[config.mk]
export PLATFORM = sky130hd
export DESIGN_NAME = fetch_unit
export DESIGN_NICKNAME = d
export VERILOG_FILES = /design/src/rtl/fetch_unit.sv
export SDC_FILE = /design/constraint.sdc
export NUM_CORES = 1
export LEC_CHECK = 0
export ABC_AREA = 1
export CORE_ASPECT_RATIO = 0.6
export CORE_MARGIN = 2
export CORE_UTILIZATION = 40
export CTS_BUF_LIST = sky130_fd_sc_hd__clkbuf_2
export CTS_CLUSTER_SIZE = 30
export DETAILED_ROUTE_END_ITERATION = 10
export PLACE_DENSITY = 0.72
export SYNTH_ARGS = -nofsm -noshare
export SYNTH_HDL_FRONTEND = slang
export SYNTH_SLANG_ARGS = --single-unit
[constraint.sdc]
create_clock -name CLK -period 2 [get_ports CLK]
set_input_delay 0.5 -clock CLK [delete_from_list [all_inputs] [get_ports CLK]]
set_output_delay 0.5 -clock CLK [all_outputs]
set_load 0.03 [all_outputs]
[src/rtl/fetch_unit.sv]
// IF stage: owns the PC and the IF/ID latch, resolves EX-stage redirects and
// holds a redirect that arrives while fetch is stalled until the stall lifts.
module fetch_unit #(
    parameter logic [31:0] PC_INIT = 32'h0000_0000
) (
    input  logic        CLK,
    input  logic        nRST,
    input  logic        ihit,
    input  logic [31:0] imemload,
    input  logic        pc_enable,
    input  logic        ifid_enable,
    input  logic        ifid_flush,
    input  logic [2:0]  pc_select,
    input  logic        z_fl,
    input  logic [31:0] ex_npc,
    input  logic [15:0] ex_imm16,
    input  logic [25:0] ex_jaddr,
    input  logic [31:0] ex_rs_data,
    input  logic        halt,
    output logic        imemREN,
    output logic [31:0] imemaddr,
    output logic [31:0] ifid_imemload,
    output logic [31:0] ifid_npc
);

    // pc_select encoding shared with the decode/hazard logic
    localparam logic [2:0] SEL_NEXT  = 3'd0;
    localparam logic [2:0] SEL_JUMP  = 3'd1;
    localparam logic [2:0] SEL_JR    = 3'd2;
    localparam logic [2:0] SEL_BEQ   = 3'd3;
    localparam logic [2:0] SEL_BNE   = 3'd4;

    typedef enum logic [1:0] {
        RUN    = 2'd0,
        PEND   = 2'd1,
        HALTED = 2'd2
    } state_t;

    state_t      state_reg, state_next;
    logic [31:0] pc_reg, pc_next;
    logic [31:0] pend_reg, pend_next;
    logic [31:0] ifid_imemload_reg, ifid_imemload_next;
    logic [31:0] ifid_npc_reg, ifid_npc_next;
    logic        take;
    logic [31:0] target;
    logic [31:0] pc_plus4;

    // ihit only gates stalls inside the hazard unit, which folds it into pc_enable
    logic unused_ihit;
    assign unused_ihit = ihit;

    assign pc_plus4 = pc_reg + 32'd4;

    always_comb begin
        take   = 1'b0;
        target = ex_npc + {{14{ex_imm16[15]}}, ex_imm16, 2'b00};
        case (pc_select)
            SEL_JUMP: begin
                take   = 1'b1;
                target = {ex_npc[31:28], ex_jaddr, 2'b00};
            end
            SEL_JR: begin
                take   = 1'b1;
                target = ex_rs_data;
            end
            SEL_BEQ:  take = z_fl;
            SEL_BNE:  take = ~z_fl;
            SEL_NEXT: take = 1'b0;
            default:  take = 1'b0;
        endcase
    end

    always_comb begin
        state_next = state_reg;
        pc_next    = pc_reg;
        pend_next  = pend_reg;
        case (state_reg)
            RUN: begin
                if (halt) begin
                    state_next = HALTED;
                end else if (take && pc_enable) begin
                    pc_next = target;
                end else if (take) begin
                    pend_next  = target;
                    state_next = PEND;
                end else if (pc_enable) begin
                    pc_next = pc_plus4;
                end
            end
            PEND: begin
                // EX is on the wrong path here, so its pc_select is ignored
                if (halt) begin
                    state_next = HALTED;
                end else if (pc_enable) begin
                    pc_next    = pend_reg;
                    state_next = RUN;
                end
            end
            HALTED: state_next = HALTED;
            default: state_next = RUN;
        endcase
    end

    // The halting edge already clears the latch so no stale instruction survives
    always_comb begin
        ifid_imemload_next = ifid_imemload_reg;
        ifid_npc_next      = ifid_npc_reg;
        if (state_reg == HALTED || halt || ifid_flush) begin
            ifid_imemload_next = 32'd0;
            ifid_npc_next      = 32'd0;
        end else if (ifid_enable) begin
            ifid_imemload_next = imemload;
            ifid_npc_next      = pc_plus4;
        end
    end

    always_ff @(posedge CLK or negedge nRST) begin
        if (!nRST) begin
            state_reg         <= RUN;
            pc_reg            <= PC_INIT;
            pend_reg          <= 32'd0;
            ifid_imemload_reg <= 32'd0;
            ifid_npc_reg      <= 32'd0;
        end else begin
            state_reg         <= state_next;
            pc_reg            <= pc_next;
            pend_reg          <= pend_next;
            ifid_imemload_reg <= ifid_imemload_next;
            ifid_npc_reg      <= ifid_npc_next;
        end
    end

    assign imemaddr      = pc_reg;
    assign imemREN       = (state_reg != HALTED);
    assign ifid_imemload = ifid_imemload_reg;
    assign ifid_npc      = ifid_npc_reg;

endmodule
==> metrics.cfg <==
[power]
ir_drop_uv=330
p_leak_nw=7.03
power_density_nw_per_um2=563
power_mw=7.76

[yosys]
synth_warnings=0
synth_common_cells=nand2_1 (469), inv_1 (160), dfrtp_1 (130)
synth_edf_count=0
ys.flop_type=dfrtp_1
synth.most_common_cell=nand2_1
synth_area_um2=8980
avgSynthCellArea_um2=6.68
synth_cell_types=44
yosysTopAreaCell=dfrtp_1
synthTopCellsByArea=dfrtp_1 (36%), nand2_1 (20%), nand3_1 (6.9%)
synth_fp_nets=1524
async_flop_share_pct=100
synthesis.instances=1344
synth_top_area_share_pct=36.2
ys_ff_latch=130
ys_seq_area_share_pct=36.2

[floorplan]
initial_core_util_pct=40.8
num_rows=42
placeableCoreArea_um2=22000
die_w_um=197
die_area_um2=23700
dieHeight_um=120
io_pins=246

[sta]
slew_violations=0
finClkSkew_ns=0.0357
setup_viol=0
relSlewSlack_pct=69.2
post-route-period-util_pct=99.2
worstMarginPinSlew_ns=0.462
rsz0062_at_grt=true
clock.fmax_mhz=504
period_needed_ns=1.98
tns_ns=0
finalHoldViolations=0

[worst_setup_path]
path_cells=clkdlybuf4s50_1 > ha_4 > inv_1 > fa_2 > inv_2 > nand3_2 > nand3_4 > nand2_1 > nand2_2 > nand3_1 > nand2_1 > nor2_1 > o21ai_2 > nand2_1 > a21oi_1
cp-end-kind=flop
cp.required_ns=2.63
worstSetupPathType=primary input to flop
startpoint_type=primary input
cpMostUsedCell=nand2_1
crit_arrival_ns=2.61
cp_max_fo=4
cp_slowest_stage_delay_ns=0.50
slowest_stage=clkdlybuf4s50_1

[clocking]
cts_tree=yes
cts_buffers=17
clock_sinks=130
clockBufferDepth=2
h-tree-depth=4
clock-root-buffer=clkbuf_2
insertion_delay_ns=0.72
clk_pin_slew_ns=0.21

[routing]
drt_iter0_drc=808
dr_wl_met2_um=13800
wl_met1_um=16500
wire_per_inst_um=16.8
viasPerCell=5.14
vias=10487
drc=0
met3_length_um=3440
drt-pass1-iter-count=6
routed_wl_um=34200
ant_nets=0
dr.max_layer_used=met4

[layout]
regArea_um2=3270
layout.nets=1920
multi_input_area_um2=5440
layout-drive-gt1-share_pct=25.1
n_antenna_cell=0
utilization_pct=62.5
syn2layout_area_growth_pct=53.3
n_fill_cell=2049

[status]
status=finished, final reports clean

[grt]
grt_pass1_wl_um=52000
grt-ovfl-total=0
first_global_vias=9797
grt_max_degree=64
antenna_found_initial=0
grt_use_total_pct=28.1

[hold_path]
hold_class=primary input to async pin

[flow_run]
maxCapViolCount=0

[place]
gp_congestion=0.953
io_buffers=244
place_hpwl_um=26100

==> cells in the final DEF, fill, tap and decap left out, types with 13 or more instances in the layout <==
| cell type | instances |
|---|---|
| a21oi_1 | 76 |
| a22o_1 | 22 |
| buf_12 | 13 |
| buf_2 | 34 |
| buf_4 | 164 |
| clkbuf_2 | 25 |
| clkdlybuf4s15_2 | 47 |
| clkdlybuf4s50_1 | 140 |
| dfrtp_1 | 117 |
| dfrtp_2 | 13 |
| ha_4 | 17 |
| inv_1 | 154 |
| nand2_1 | 448 |
| nand2_2 | 22 |
| nand3_1 | 116 |
| nor2_1 | 84 |
| o21ai_0 | 58 |
| xor2_1 | 14 |
==> final timing paths <==
path / startpoint / slack (ns) / to / cells past startpoint
worst max-delay path: ex_imm16[0] / 0.02 / imemaddr[18] / 15
worst min-delay path: nRST / 0.19 / ifid_npc[19] / 2
worst max register to register: imemaddr[17] / 0.06 / imemaddr[19] / 8
worst min register to register: pend_reg[5] / 0.50 / pend_reg[5] / 2
max in group asynchronous: nRST / 1.17 / imemaddr[2] / 3
min in group CLK: imemload[14] / 0.30 / ifid_imemload[14] / 3
==> final cells by class <==
class	count	area share, %
clock buffer	17	0.618
clock inverter	15	1.17
inverter	167	4.59
multi-input combinational	1002	39.5
sequential	130	23.7
tap	286	2.60
timing repair buffer	422	27.8
==> critical path, delay by kind of cell <==
family / cells / cell delay (ns)
buf+inv: 3 / 0.64
simple gates: 8 / 0.66
compound gates: 2 / 0.33
fa+ha+maj: 2 / 0.47
==> timing repair <==
item                                    in CTS  in global routing
hold buffers                                 1                  0
endpoints found under the setup margin     112                 86
endpoints found under the hold margin      114                  0
cloned                                       0                  1
buffers inserted                            23                 18
resized for setup                          364                155
pin swaps                                    1                 21
==> logic make-up after synthesis <==
| logic type | synth area share, % |
|---|---|
| compound gates | 12.8 |
| xor+xnor | 2.24 |
| fa+ha+maj | 4.40 |
| buf+inv | 9.36 |
| flops | 36.2 |
| simple gates | 34.9 |
==> stage by stage <==
step / hold slack (ns) / setup WS (ns) / instances / area, um2
floorplan: 0.204 / 0.00252 / 1344 / 9010
global placement: 0.402 / -0.972 / 1964 / 12800
detailed placement: 0.399 / -1.02 / 1964 / 12800
CTS: 0.155 / -0.0403 / 2020 / 13300
global route: 0.179 / -0.0487 / 2039 / 13800
finish: 0.191 / 0.0155 / 2039 / 13800
==> power by group <==
group	switching (mW)	total, mW	internal [mW]
Sequential	0.122	2.94	2.82
Clock	1.10	1.69	0.584
Combinational	1.79	3.13	1.34
Total	3.01	7.76	4.74
==> layer usage <==
metal	vias up	global-route usage, %
met3	32	7.90
li1	5114	-
met4	0	4.51
met5	-	0
met1	4889	43.1
met2	452	39.4
Power figures use the tool's default switching activity.
